$ cat src/rtl/ws2812_frame_ctrl.sv
// Frame scheduler and double-buffered pixel store feeding a ws2812 strip driver.
// Banks swap only on LATCH entry so a frame is never streamed from a half-updated bank.
module ws2812_frame_ctrl #(
    parameter int NUM_LEDS     = 8,
    parameter int ADDR_BITS    = 3,
    parameter int SYSTEM_CLOCK = 48000000,
    parameter int REFRESH_HZ   = 100,
    parameter int LATCH_CYCLES = 2400
) (
    input  logic                 clk,
    input  logic                 reset,
    input  logic                 enable,
    input  logic                 wr_en,
    input  logic [ADDR_BITS-1:0] wr_addr,
    input  logic [23:0]          wr_rgb,
    input  logic                 commit,
    output logic                 wr_ready,
    output logic                 swap_done,
    output logic                 drv_reset,
    input  logic [ADDR_BITS-1:0] drv_address,
    input  logic                 drv_new_address,
    output logic [23:0]          pix_rgb,
    output logic                 frame_start,
    output logic [15:0]          frame_count
);

    localparam int FRAME_CYCLES = SYSTEM_CLOCK / REFRESH_HZ;
    localparam int TIMER_BITS   = $clog2(FRAME_CYCLES + 1);
    localparam int LATCH_BITS   = $clog2(LATCH_CYCLES + 1);
    localparam int PIX_BITS     = $clog2(NUM_LEDS + 1);
    localparam int IDX_BITS     = (NUM_LEDS > 1) ? $clog2(NUM_LEDS) : 1;

    localparam logic [TIMER_BITS-1:0] TIMER_LAST = TIMER_BITS'(FRAME_CYCLES - 1);
    localparam logic [LATCH_BITS-1:0] LATCH_LAST = LATCH_BITS'(LATCH_CYCLES - 1);
    localparam logic [PIX_BITS-1:0]   PIX_LAST   = PIX_BITS'(NUM_LEDS - 1);
    localparam logic [ADDR_BITS:0]    ADDR_LIMIT = (ADDR_BITS + 1)'(NUM_LEDS);

    typedef enum logic [1:0] {LATCH, STREAM, WAIT} state_t;

    state_t                state;
    state_t                next_state;
    logic [TIMER_BITS-1:0] frame_timer;
    logic [LATCH_BITS-1:0] latch_cnt;
    logic [PIX_BITS-1:0]   pix_cnt;
    logic                  frame_expired;
    logic                  pending;
    logic                  active_bank;
    logic                  latch_entry;
    logic                  timer_last;
    logic                  wr_valid;
    logic                  rd_valid;
    logic [IDX_BITS-1:0]   wr_idx;
    logic [IDX_BITS-1:0]   rd_idx;
    logic [23:0]           bank [2][NUM_LEDS];

    assign timer_last  = (frame_timer == TIMER_LAST);
    assign latch_entry = (state != LATCH) && (next_state == LATCH);
    assign wr_ready    = !pending;
    assign wr_valid    = wr_en && !pending && ({1'b0, wr_addr} < ADDR_LIMIT);
    assign rd_valid    = ({1'b0, drv_address} < ADDR_LIMIT);
    assign wr_idx      = wr_addr[IDX_BITS-1:0];
    assign rd_idx      = drv_address[IDX_BITS-1:0];

    always_ff @(posedge clk or posedge reset) begin
        if (reset) state <= LATCH;
        else       state <= next_state;
    end

    // An overrun stream sets frame_expired so WAIT leaves immediately instead of waiting a full wrap.
    always_comb begin
        next_state = state;
        case (state)
            LATCH:   if (latch_cnt == LATCH_LAST && enable) next_state = STREAM;
            STREAM:  if (drv_new_address && pix_cnt == PIX_LAST) next_state = WAIT;
            WAIT:    if (timer_last || frame_expired) next_state = LATCH;
            default: next_state = LATCH;
        endcase
    end

    always_comb begin
        drv_reset = (state == LATCH);
        pix_rgb   = rd_valid ? bank[active_bank][rd_idx] : 24'h0;
    end

    always_ff @(posedge clk or posedge reset) begin
        if (reset) begin
            frame_timer   <= '0;
            latch_cnt     <= '0;
            pix_cnt       <= '0;
            frame_expired <= 1'b0;
            frame_start   <= 1'b0;
            frame_count   <= '0;
            swap_done     <= 1'b0;
            pending       <= 1'b0;
            active_bank   <= 1'b0;
        end else begin
            frame_start <= (state == LATCH) && (next_state == STREAM);
            if ((state == LATCH) && (next_state == STREAM)) frame_count <= frame_count + 16'd1;

            if (latch_entry || timer_last) frame_timer <= '0;
            else                           frame_timer <= frame_timer + 1'b1;

            if (latch_entry)                          frame_expired <= 1'b0;
            else if (timer_last && state != LATCH)    frame_expired <= 1'b1;

            if (state != LATCH)               latch_cnt <= '0;
            else if (latch_cnt != LATCH_LAST) latch_cnt <= latch_cnt + 1'b1;

            if (state != STREAM)      pix_cnt <= '0;
            else if (drv_new_address) pix_cnt <= pix_cnt + 1'b1;

            swap_done <= latch_entry && pending;
            if (latch_entry && pending) begin
                active_bank <= ~active_bank;
                pending     <= 1'b0;
            end else if (commit && !pending) begin
                pending <= 1'b1;
            end
        end
    end

    // Writes always target the back bank; a same-cycle commit still sees this write land first.
    always_ff @(posedge clk or posedge reset) begin
        if (reset) begin
            for (int b = 0; b < 2; b++)
                for (int i = 0; i < NUM_LEDS; i++)
                    bank[b][i] <= 24'h0;
        end else if (wr_valid) begin
            bank[~active_bank][wr_idx] <= wr_rgb;
        end
    end

endmodule

$ cat config.mk
export PLATFORM = sky130hd
export DESIGN_NAME = ws2812_frame_ctrl
export DESIGN_NICKNAME = d
export VERILOG_FILES = /design/src/rtl/ws2812_frame_ctrl.sv
export SDC_FILE = /design/constraint.sdc
export NUM_CORES = 1
export LEC_CHECK = 0
export BUFFER_PORTS_ARGS = -buffer_cell sky130_fd_sc_hd__buf_2
export CORE_MARGIN = 1
export CORE_UTILIZATION = 30
export CTS_CLUSTER_SIZE = 14
export DETAILED_ROUTE_END_ITERATION = 8
export PLACE_DENSITY_LB_ADDON = 0.3
export SLEW_MARGIN = 20
export SYNTH_ARGS = -nofsm -noshare
export SYNTH_HDL_FRONTEND = slang
export SYNTH_SLANG_ARGS = --single-unit
$ cat constraint.sdc
create_clock -name clk -period 17.13 [get_ports clk]
set_input_delay 0.8565 -clock clk [delete_from_list [all_inputs] [get_ports clk]]
set_output_delay 0.8565 -clock clk [all_outputs]
set_load 0.005 [all_outputs]
==> reports/qor.yml <==
clk_latency_ps: 590
crit_arrival_ps: 3930
grt_pass1_wl_um: 74400
slowest_delay_ps: 1020
overflow: 0
total_power_mw: 2.22
swShare_pct: 21.7
syn_to_final_growth_pct: 14.6
synth_edf_count: 0
required_ps: 16270
h-tree-depth: 2
final-setup-viol-count: 0
rsz0062_at_grt: "no"
synthDominantCellAreaShare_pct: 55.3
status: "completed"
power.switching_uw: 483
r2r_start: "active_bank"
routed_wl_um: 47300
irDropWorstVdd_mv: 0.0814
tightest_slew_ps: 1190
die_h_um: 260
power_leakage_nw: 10.8
syn_avg_cell_area_um2: 15.6
grt_antenna_before_repair: 9
postCtsSetupBuffers: 0
syn_inst: 1278
fin_hold_ws_ps: 408
initial_utilization_pct: 30.3
port_buffers: 79
placed_area_mm2: 0.0212
synth_area_leaders: "dfrtp_1, mux2_2, mux4_2"
pre_cts_slack_ps: 12550
ys_top_cells_by_count: "dfrtp_1, mux2_2, mux4_2, buf_2, clkbuf_1"
dp_hpwl_um: 26000
grt_use_total_pct: 14.5
dieArea_mm2: 0.0677
drc: 0
cp_cell_sequence: "buf_4, mux4_2, mux4_2, buf_2"
final-hold-violation-count: 0
synth_seq_area_share_pct: 55.3
cts_tree: "built"
path_clk_slew_ps: 60
tns_ps: 0
place.gp.congestion: 0.709
seq_power_share_pct: 48.1
period_needed_ps: 4790
syn-num-nets: 1318
multi_input_area_mm2: 0.00851
cts.sinks: 442
crit_top_cell: "mux4_2"
ctsLongestPathBuffers: 3
setup_ws_ps: 12340
final_nets: 1367
fin_util_pct: 34.8
synth.distinct_cells: 45
viasPerCell: 4.98
ys_async_sr_fraction_pct: 100
cp-end-kind: "output pin"
die_x_um: 260
hp-class: "in2async"
p_per_area_mw_per_mm2: 97.1
root_buffer: "clkbuf_16"
ant_nets: 0
final_cells: 2224
fp.coreArea_mm2: 0.0659
clkPwrFrac_pct: 48.7
crit_path_max_fanout: 55
cts_resized: 0
grt_max_degree: 178
fill_cells: 6321
synth_area_mm2: 0.0200
cpMaxStageDelayCell: "dfrtp_4"
avgRoutedWirePerCell_um: 21.3
finalInstanceArea_mm2: 0.0229
max_freq_mhz: 209
synth_top_cell_by_area: "dfrtp_1"
final-max-slew-violation-count: 0
fin_crit_sh_pct: 28.0
rows: 94
r2r-end: "bank[275]"
max_cap_violations: 0
fin_skew_ps: 27.1
seqCellArea_mm2: 0.0111
antenna_cells: 0
ys_seq_elements: 442
cp-start-kind: "register"
num_vias: 11100
hold_buffers: 0
power_frac_comb_pct: 3.2
max-slew-margin-rel_pct: 20.4
firstDrtPassIters: 4
grt_pass1_vias: 11900
critPathKind: "reg2out"
regToRegSetupSlack_ps: 13890
drt_iter0_markers: 594
ios: 80
p_int_mw: 1.74
place_inst: 2139
drive_above_1_share_pct: 51.0
yosys_most_used_dff: "dfrtp_1"
yosysWarnings: 0
cts_made_buffers: 50
worstRegToRegCells: 3
yosys.cell_count.top_type: "dfrtp_1"
[critical path: cells and delay by family (launching register included)]
kind / cells / cell delay, ps
flip-flops: 1 / 1020
multiplexers: 2 / 1140
buffers and inverters: 2 / 1080
[layout make-up]
type	instances	area share (%)
multi-input combinational	728	37.1
sequential	442	48.3
inverter	15	0.279
timing repair buffer	90	2.26
clock inverter	12	0.825
tap	864	4.72
clock buffer	73	6.46
[power groups by stage]
stage	combinational [mW]	clock [mW]	sequential (mW)
floorplan	0.0496	0	1.09
global placement	0.0723	0	1.09
detailed placement	0.0746	0	1.09
CTS	0.0748	1.12	1.07
global route	0.0809	1.16	1.07
finish	0.0720	1.08	1.07
[sequential cells by signal, summed over array words and instances, names as in the netlist]
signal and cells:
pending 1, frame_timer 19, frame_expired 1, active_bank 1, frame_count 16, latch_cnt 12
pix_cnt 4, bank 384, frame_start 1, state 2, swap_done 1
[cells in the final DEF (no fill, tap or decap), types with 3 or more instances in the layout]
cell type,n
a31oi_1,4
inv_1,13
a21oi_1,12
or3_1,9
or4_4,3
o21ai_0,4
nor3_1,15
bufinv_16,4
xor2_1,19
clkbuf_1,11
buf_2,78
nand3_1,16
dfrtp_1,441
mux4_2,120
and4_1,4
clkinv_2,6
mux2_2,380
nor4_1,4
nand4_1,11
ha_1,4
clkbuf_8,10
buf_4,9
xnor2_1,19
nor2_1,32
and3_1,3
nand2_1,23
clkbuf_16,52
nand2_2,9
mux2_1,5
[per-layer routing]
metal	up-vias	GRT usage, %	wire length [um]
met2	157	23.5	23000
li1	4859	-	-
met5	-	0	65
met3	68	3.11	1910
met4	12	3.10	764
met1	5982	19.8	21600
[kinds of logic after synthesis]
kind of cell	count (synthesis)	share of synthesized area [%]
buf+inv	108	2.40
simple gates	152	4.20
fa+ha+maj	4	0.250
xor+xnor	38	1.67
flops	442	55.3
mux	506	35.3
compound gates	28	0.889
[worst max-delay path by stage]
stage | start | to | slack [ps] | cells past startpoint
2_1_floorplan | reset | active_bank | 3960 | 1
3_3_place_gp | drv_address[0] | pix_rgb[16] | 12590 | 5
3_5_place_dp | drv_address[0] | pix_rgb[22] | 12550 | 5
4_1_cts | active_bank | pix_rgb[16] | 12190 | 4
5_1_grt | active_bank | pix_rgb[21] | 12040 | 4
6_report | active_bank | pix_rgb[18] | 12340 | 4
Power figures use the tool's default switching activity.
